**src/rtl/risc16_mc_ctrl_if.sv**
```systemverilog
// Memory request/acknowledge bundle between the RiSC-16 control FSM and the
// shared instruction/data memory.
interface risc16_mc_ctrl_if;
  // Handshake: mem_req rises with mem_we/mem_addr_sel and holds them stable
  // until the cycle where mem_ack is high; that cycle completes the access.
  logic mem_req;
  logic mem_we;
  logic mem_addr_sel;
  logic mem_ack;

  modport master (
    output mem_req,
    output mem_we,
    output mem_addr_sel,
    input  mem_ack
  );

  modport slave (
    input  mem_req,
    input  mem_we,
    input  mem_addr_sel,
    output mem_ack
  );
endinterface

```
**src/rtl/risc16_mc_ctrl.sv**
```systemverilog
// Multi-cycle control FSM for the RiSC-16 core: fetch/decode/exec/mem sequencing
// around one shared ALU, with a req/ack memory handshake and optional timeout.
module risc16_mc_ctrl #(
  parameter int MEM_TIMEOUT = 0,
  parameter int TO_W        = 8
) (
  input  logic                  clk,
  input  logic                  reset_n,
  input  logic                  start,
  input  logic [15:0]           ir,
  input  logic                  eq,
  risc16_mc_ctrl_if.master      mem,
  output logic                  ir_we,
  output logic [1:0]            alu_func,
  output logic                  alu_src1_sel,
  output logic [1:0]            alu_src2_sel,
  output logic                  aluout_we,
  output logic                  rf_we,
  output logic [1:0]            rf_wdata_sel,
  output logic                  pc_we,
  output logic [1:0]            pc_sel,
  output logic                  retire,
  output logic                  halted,
  output logic                  bus_err,
  output logic [2:0]            dbg_state
);

  localparam logic [2:0] S_IDLE   = 3'd0;
  localparam logic [2:0] S_FETCH  = 3'd1;
  localparam logic [2:0] S_DECODE = 3'd2;
  localparam logic [2:0] S_EXEC   = 3'd3;
  localparam logic [2:0] S_MEM    = 3'd4;
  localparam logic [2:0] S_HALT   = 3'd5;

  localparam bit              TO_EN  = (MEM_TIMEOUT != 0);
  localparam logic [TO_W-1:0] TO_LIM = TO_W'(MEM_TIMEOUT - 1);

  logic [2:0]      r_state;
  logic [2:0]      w_next;
  logic [TO_W-1:0] r_to_cnt;
  logic            r_halted;
  logic            r_bus_err;
  logic            w_req;
  logic            w_mem_we;
  logic            w_addr_sel;
  logic            w_to_hit;
  logic            w_to_err;
  logic [2:0]      w_op;
  logic            w_simm_zero;
  logic            w_unused_ir;

  assign w_op        = ir[15:13];
  assign w_simm_zero = (ir[6:0] == 7'd0);
  assign w_unused_ir = &{1'b0, ir[12:7]};
  // Count value on entry to the final permitted wait cycle of an access.
  assign w_to_hit    = TO_EN && (r_to_cnt == TO_LIM);

  always_comb begin
    w_next       = r_state;
    w_req        = 1'b0;
    w_mem_we     = 1'b0;
    w_addr_sel   = 1'b0;
    w_to_err     = 1'b0;
    ir_we        = 1'b0;
    alu_func     = 2'b00;
    alu_src1_sel = 1'b0;
    alu_src2_sel = 2'b00;
    aluout_we    = 1'b0;
    rf_we        = 1'b0;
    rf_wdata_sel = 2'b00;
    pc_we        = 1'b0;
    pc_sel       = 2'b00;
    retire       = 1'b0;
    case (r_state)
      S_IDLE: begin
        if (start) w_next = S_FETCH;
      end
      S_FETCH: begin
        w_req = 1'b1;
        if (mem.mem_ack) begin
          ir_we  = 1'b1;
          w_next = S_DECODE;
        end else if (w_to_hit) begin
          w_to_err = 1'b1;
          w_next   = S_HALT;
        end
      end
      S_DECODE: w_next = S_EXEC;
      S_EXEC: begin
        w_next = S_FETCH;
        case (w_op)
          3'b000, 3'b001, 3'b010, 3'b011: begin
            rf_we  = 1'b1;
            pc_we  = 1'b1;
            retire = 1'b1;
            if (w_op == 3'b001) alu_src2_sel = 2'b10;
            if (w_op == 3'b010) alu_func = 2'b01;
            if (w_op == 3'b011) begin
              alu_func     = 2'b10;
              alu_src2_sel = 2'b11;
            end
          end
          3'b100, 3'b101: begin
            alu_src2_sel = 2'b10;
            aluout_we    = 1'b1;
            w_next       = S_MEM;
          end
          3'b110: begin
            alu_src1_sel = 1'b1;
            alu_src2_sel = 2'b01;
            pc_we        = 1'b1;
            pc_sel       = eq ? 2'b01 : 2'b00;
            retire       = 1'b1;
          end
          default: begin
            // jalr with a non-zero immediate is the halt encoding.
            retire = 1'b1;
            if (w_simm_zero) begin
              alu_func     = 2'b11;
              rf_we        = 1'b1;
              rf_wdata_sel = 2'b10;
              pc_we        = 1'b1;
              pc_sel       = 2'b10;
            end else begin
              w_next = S_HALT;
            end
          end
        endcase
      end
      S_MEM: begin
        w_req      = 1'b1;
        w_addr_sel = 1'b1;
        w_mem_we   = (w_op == 3'b100);
        if (mem.mem_ack) begin
          rf_we        = (w_op == 3'b101);
          rf_wdata_sel = (w_op == 3'b101) ? 2'b01 : 2'b00;
          pc_we        = 1'b1;
          retire       = 1'b1;
          w_next       = S_FETCH;
        end else if (w_to_hit) begin
          w_to_err = 1'b1;
          w_next   = S_HALT;
        end
      end
      S_HALT:  w_next = S_HALT;
      default: w_next = S_IDLE;
    endcase
  end

  always_ff @(posedge clk or negedge reset_n) begin
    if (!reset_n) begin
      r_state   <= S_IDLE;
      r_to_cnt  <= '0;
      r_halted  <= 1'b0;
      r_bus_err <= 1'b0;
    end else begin
      r_state   <= w_next;
      // Any completed access or non-request cycle restarts the wait count.
      r_to_cnt  <= (w_req && !mem.mem_ack) ? r_to_cnt + 1'b1 : '0;
      r_halted  <= (w_next == S_HALT);
      r_bus_err <= r_bus_err | w_to_err;
    end
  end

  assign mem.mem_req      = w_req;
  assign mem.mem_we       = w_mem_we;
  assign mem.mem_addr_sel = w_addr_sel;
  assign halted           = r_halted;
  assign bus_err          = r_bus_err;
  assign dbg_state        = r_state;

endmodule

```
**src/flat_wrapper.sv**
```systemverilog
// flat-port wrapper written by rule: the top's interface ports become plain ports
module risc16_mc_ctrl_flat 
#(
  parameter int MEM_TIMEOUT = 0,
  parameter int TO_W        = 8
)
  (clk, reset_n, start, ir, eq, ir_we, alu_func, alu_src1_sel, alu_src2_sel, aluout_we, rf_we, rf_wdata_sel, pc_we, pc_sel, retire, halted, bus_err, dbg_state, mem_mem_req, mem_mem_we, mem_mem_addr_sel, mem_mem_ack);
  risc16_mc_ctrl_if mem_i ();
  input  logic clk;
  input  logic reset_n;
  input  logic start;
  input  logic [15:0] ir;
  input  logic eq;
  output logic ir_we;
  output logic [1:0] alu_func;
  output logic alu_src1_sel;
  output logic [1:0] alu_src2_sel;
  output logic aluout_we;
  output logic rf_we;
  output logic [1:0] rf_wdata_sel;
  output logic pc_we;
  output logic [1:0] pc_sel;
  output logic retire;
  output logic halted;
  output logic bus_err;
  output logic [2:0] dbg_state;
  output wire logic [$bits(mem_i.mem_req)-1:0] mem_mem_req;
  output wire logic [$bits(mem_i.mem_we)-1:0] mem_mem_we;
  output wire logic [$bits(mem_i.mem_addr_sel)-1:0] mem_mem_addr_sel;
  input wire logic [$bits(mem_i.mem_ack)-1:0] mem_mem_ack;
  assign mem_mem_req = mem_i.mem_req;
  assign mem_mem_we = mem_i.mem_we;
  assign mem_mem_addr_sel = mem_i.mem_addr_sel;
  assign mem_i.mem_ack = mem_mem_ack;
  risc16_mc_ctrl #(.MEM_TIMEOUT(MEM_TIMEOUT), .TO_W(TO_W)) u_core (.clk(clk), .reset_n(reset_n), .start(start), .ir(ir), .eq(eq), .mem(mem_i), .ir_we(ir_we), .alu_func(alu_func), .alu_src1_sel(alu_src1_sel), .alu_src2_sel(alu_src2_sel), .aluout_we(aluout_we), .rf_we(rf_we), .rf_wdata_sel(rf_wdata_sel), .pc_we(pc_we), .pc_sel(pc_sel), .retire(retire), .halted(halted), .bus_err(bus_err), .dbg_state(dbg_state));
endmodule
```
**config.mk**
```make
export PLATFORM = sky130hd
export DESIGN_NAME = risc16_mc_ctrl_flat
export DESIGN_NICKNAME = d
export VERILOG_FILES = /design/src/rtl/risc16_mc_ctrl_if.sv /design/src/rtl/risc16_mc_ctrl.sv /design/src/flat_wrapper.sv
export SDC_FILE = /design/constraint.sdc
export NUM_CORES = 1
export LEC_CHECK = 0
export CAP_MARGIN = 20
export CORE_UTILIZATION = 30
export DETAILED_ROUTE_END_ITERATION = 8
export PLACE_DENSITY = 0.82
export SYNTH_ARGS = -nofsm -noshare
export SYNTH_HDL_FRONTEND = slang
export SYNTH_SLANG_ARGS = --single-unit
```
**constraint.sdc**
```tcl
create_clock -name clk -period 2.6 [get_ports clk]
set_input_delay 0.52 -clock clk [delete_from_list [all_inputs] [get_ports clk]]
set_output_delay 0.52 -clock clk [all_outputs]
set_load 0.01 [all_outputs]
```
=== Word-level counts from Yosys, hierarchy flattened ===
Index checks and enable logic that the tools add are counted.

* Logic and storage cells: 64
* Bits of input ports: 21
* Register bits: 4

* Equal/unequal tests: 12
* Reductions and logical operators: 10
* Muxes and demuxes: 40

{| class="wikitable"
|+ Operators by type and width
! cell !! number
|-
| 2-bit 2-to-1 mux || 10
|-
| 3-bit equality test (second input constant) || 6
|-
| 3-bit case mux with 6 select lines || 1
|-
| 1-bit 2-to-1 mux || 15
|-
| 3-bit by 2-bit equality test with 1-bit output (second input constant) || 4
|-
| 3-bit 2-to-1 mux || 4
|-
| 2-bit case mux with 2 select lines || 3
|-
| 1-bit case mux with 2 select lines || 5
|-
| 7-bit logical NOT || 1
|-
| 7-bit OR reduction || 1
|-
| 3-bit by 1-bit equality test with 1-bit output (second input constant) || 2
|-
| 3-bit logical NOT || 2
|-
| 2-bit case mux with 3 select lines || 1
|-
| 3-bit case mux with 2 select lines || 1
|-
| 6-bit OR reduction || 1
|-
| 5-bit OR reduction || 1
|-
| 2-bit OR reduction || 2
|-
| 4-bit OR reduction || 1
|-
| 3-bit OR reduction || 1
|}

=== Logic depth before layout (Yosys ltp) ===
Gate-level depths: netlist of run 1.

* Depth in word-level cells: 5
* Depth in mapped cells: 5
* Gate-level depth less buffers: 4

=== Worst setup path after synthesis of run 1 ===
Ideal clock, no wire load.

* Path kind: reg2out
* Start point: reg u_core.r_state[1] (netlist: u_core.dbg_state[1])
* End point: out rf_we
* Cell stages (with the launch flop): 6
* Data required time: 2080 ps
* Arrival: 1422 ps
* Buffers on the path: 1
* Slack: 658 ps
* Cell sequence: dfrtp_1 > buf_2 > nor3b_2 > nand2_1 > or3_1 > o221ai_1

* Word-level cells in the longest chain between the ends: 2
* Elaborated cells between the ends (all ways): 3

{| class="wikitable"
|+ Ends and longest elaborated chain
! what !! RTL line !! text
|-
| start, declared || risc16_mc_ctrl.sv:38 || <nowiki>logic [2:0] r_state;</nowiki>
|-
| start signal, assigned || risc16_mc_ctrl.sv:157 || <nowiki>r_state <= w_next;</nowiki>
|-
| 3-bit equality test or 3-bit by 2-bit equality test with 1-bit output (tied branches) || risc16_mc_ctrl.sv:74 || <nowiki>case (r_state)</nowiki>
|-
| 1-bit case mux with 2 select lines * || risc16_mc_ctrl.sv:74 ||
|-
| end, declared || flat_wrapper.sv:19 || <nowiki>output logic rf_we;</nowiki>
|}

Mark *: on every way between the ends. The rest lies on a longest branch, timed or not.

=== Final worst setup path of run 1 ===
* Start point: in ir[14]
* End point: out aluout_we

* Word-level cells in the longest chain between the ends: 4
* Elaborated cells between the ends (all ways): 5

{| class="wikitable"
|+ Ends and longest elaborated chain
! what !! RTL line !! text
|-
| start, declared || flat_wrapper.sv:12 || <nowiki>input logic [15:0] ir;</nowiki>
|-
| 3-bit equality test || risc16_mc_ctrl.sv:91 || <nowiki>case (w_op)</nowiki>
|-
| 2-bit OR reduction * || risc16_mc_ctrl.sv:91 ||
|-
| 1-bit 2-to-1 mux * || risc16_mc_ctrl.sv:91 ||
|-
| 1-bit 2-to-1 mux * || risc16_mc_ctrl.sv:74 ||
|-
| end, declared || flat_wrapper.sv:18 || <nowiki>output logic aluout_we;</nowiki>
|}

Marked as above.

==> impl_metrics.toml, run 1 <==
[status]
status = "finished, final reports clean"

[logic_synthesis]
synth_cells = 56
synth_cell_types = 30
synth-seq-cells = 4
avgSynthCellArea_um2 = 7.664
yosysSeqAreaShare_pct = 23.32
syn_area_um2 = 429.2
synth_fp_nets = 77
yosysWarnings = 0

[grt]
grt_pass1_vias = 460
antenna_found_initial = 0
grt_usage_pct = 19.27
grt_overflow = 0
grt_max_degree = 11
grt_pass1_wl_um = 2049

[die]
start_util_pct = 32.57
core-area_um2 = 1318
die-width_um = 39.82
die_h_um = 39.82
num_rows = 13
die-area_um2 = 1586
pin_count = 43

[critical_path]
r2r_slack_ps = 1060
required_ps = 2080
critPathMaxFanout = 5
r2r_start = "u_core.dbg_state[0]"
rr_worst_depth = 6
start_kind = "input pin"
cp.arrival_ps = 2060
rr_endpoint = "u_core.halted"
setup.worst_path.end_class = "output port"
cp-startpoint = "ir[14]"
setup.worst_path.class = "in2out"

[layout]
final_common_cell = "clkdlybuf4s50_1"
n_antenna_cell = 0
area_growth_pct = 111.1
postLayoutCellArea_um2 = 905.9
final_cell_mix = "25 x clkdlybuf4s50_1, 15 x buf_4, 8 x dlygate4sd2_1"
layout.nets = 128
drive_gt1_share_pct = 23.81
fin_cells = 120
final_util_pct = 68.76

[timing]
finalHoldViolCount = 0
fin_tns_setup_ps = 0
clock-skew-final_ps = 0.6758
finalCritPeriodShare_pct = 99.13
layout_setup_ws_ps = 22.70
setup_viol = 0
drv_slew = 0
min_period_ps = 2577
max_freq_ghz = 0.3880

[cts]
clock_latency_ps = 220
cts_sinks = 4
htreeDepth = 1
cts_tree = "built"
holdBufCountCts = 0
clockBufferDepth = 2
clk_pin_slew_worst_paths_ps = 30
root_buffer = "clkbuf_4"
cts_buffers = 3

[detailed_routing]
drc_errors = 0
wl_per_cell_um = 11.51
ant_nets = 0
drt_iter0_drc = 7
via_per_inst = 4.858
finalWirelength_um = 1381
dr.pass1.iters = 4
vias = 583

[power_and_ir_drop]
ir_drop_mv = 0.4784
p_clk_share_pct = 11.8
internal-power_mw = 0.3836
p_sw_share_pct = 37.33
combPwrFrac_pct = 67.8
p_sw_mw = 0.2285
power_density_nw_per_um2 = 675.8
power.share.sequential_pct = 20.4
leakagePower_nw = 0.4519

[place]
gp_congestion = 0.7184
portBuffers = 35
place_ws_ps = -155.2
place_area_um2 = 870.8
hpwlAfterDp_um = 1111
placedCellCount = 115

[worst_hold_path]
hold_class = "in2async"

[flow_run]
max_cap_violations = 0
## cells by family after synthesis
group	share of synthesized area, %
other cells	0.8738
xor+xnor	2.041
compound gates	19.54
buf+inv	8.454
mux	4.956
simple gates	40.82
flops	23.32
## synthesized netlist by cell type
| cell | instances | area, um^2 |
|---|---|---|
| o21ai_0 | 1 | 5.000 |
| nand3b_1 | 1 | 7.510 |
| nor4_4 | 1 | 21.27 |
| nand2_1 | 4 | 15.01 |
| o21ba_2 | 1 | 10.01 |
| nor2b_1 | 1 | 6.260 |
| a21oi_1 | 4 | 20.02 |
| nor3b_1 | 1 | 7.510 |
| nand4b_1 | 1 | 8.760 |
| conb_1 | 1 | 3.750 |
| and2_1 | 2 | 12.51 |
| buf_4 | 2 | 15.01 |
| nor3b_2 | 1 | 12.51 |
| nand2_2 | 1 | 6.260 |
| mux2_2 | 1 | 11.26 |
| inv_1 | 3 | 11.26 |
| o21a_1 | 1 | 7.510 |
| o221ai_1 | 1 | 8.760 |
| xnor2_1 | 1 | 8.760 |
| a21o_2 | 1 | 8.760 |
| buf_2 | 2 | 10.01 |
| nor2_1 | 7 | 26.28 |
| nor3_1 | 4 | 20.02 |
| a221o_1 | 1 | 10.01 |
| dfrtp_1 | 4 | 100.1 |
| or3_1 | 1 | 6.260 |
| nand2b_1 | 4 | 25.02 |
| mux2i_1 | 1 | 10.01 |
| o211ai_1 | 1 | 7.510 |
| o22ai_1 | 1 | 6.260 |
## power groups by stage
stage	Clock (mW)	Combinational, mW	Sequential (mW)
3_3_place_gp	0	0.410	0.123
4_1_cts	0.0738	0.409	0.126
5_1_grt	0.0833	0.450	0.133
2_1_floorplan	0	0.213	0.114
6_report	0.0722	0.415	0.125
3_5_place_dp	0	0.416	0.127
## worst max-delay path: stages
cell and delay, ps:
clkdlybuf4s50_1 430, buf_4 140, nand2b_1 230, nor2_2 180, clkdlybuf4s50_1 550
## per-stage QoR
| step | hold WS, ps | power, mW |
|---|---|---|
| 6_report | 490.7 | 0.6121 |
| 3_3_place_gp | 584.2 | 0.5324 |
| 2_1_floorplan | 224.4 | 0.3270 |
| 3_5_place_dp | 604.3 | 0.5433 |
| 5_1_grt | 496.1 | 0.6667 |
| 4_1_cts | 490.2 | 0.6093 |
## repair_timing
action,in CTS,in global routing
pin swaps,0,1
resized for setup,8,3
setup endpoints to repair,9,3
buffers inserted,1,1
## how the worst max path moves through the flow
stage                                 end  slack (ps)  cells after the start
after floorplan                     rf_we         660                      5
after global routing            aluout_we          -9                      5
after detailed placement            rf_we        -160                      6
after global placement        alu_func[0]        -130                      7
final                           aluout_we          20                      5
after CTS                 rf_wdata_sel[0]          10                      5
## state kept, by name, indices dropped and copies added (netlist names)
name              cells
u_core.dbg_state      3
u_core.halted         1
## final cells by class
class | instances | area [um^2]
timing repair buffer | 50 | 457.9
fill | 102 | 411.6
multi-input combinational | 45 | 295.3
sequential | 4 | 100.1
clock buffer | 3 | 22.52
tap | 15 | 18.77
inverter | 3 | 11.26
## per-layer routing
| layer | part of all wire [%] | vias to the layer above | wire length, um | track usage (%) |
|---|---|---|---|---|
| li1 | - | 294 | - | - |
| met1 | 42 | 266 | 578 | 24.07 |
| met2 | 51 | 21 | 710 | 33.20 |
| met3 | 5.2 | 2 | 72 | 3.409 |
| met4 | 1.4 | 0 | 19 | 5.172 |
| met5 | 0 | - | 0 | 0 |
Power figures use the tool's default switching activity.
==> inputs of run 2 (changes only) <==
--- a/config.mk
+++ b/config.mk
@@ -5,9 +5,11 @@
 export SDC_FILE = /design/constraint.sdc
 export NUM_CORES = 1
 export LEC_CHECK = 0
+export ABC_CLOCK_PERIOD_IN_PS = 2600
 export CAP_MARGIN = 20
 export CORE_UTILIZATION = 30
 export DETAILED_ROUTE_END_ITERATION = 8
+export MAX_ROUTING_LAYER = met4
 export PLACE_DENSITY = 0.82
 export SYNTH_ARGS = -nofsm -noshare
 export SYNTH_HDL_FRONTEND = slang
==> results of run 2 <==
No change in the layout: final DEF, timing and power equal those of run 1.
Main changes from that run: final weighted congestion in routability-driven placement 0.7184 -> 0.7268; wire length of the first global-routing pass 2049 um -> 2056 um; overall routing resource usage 19.27% -> 19.74%
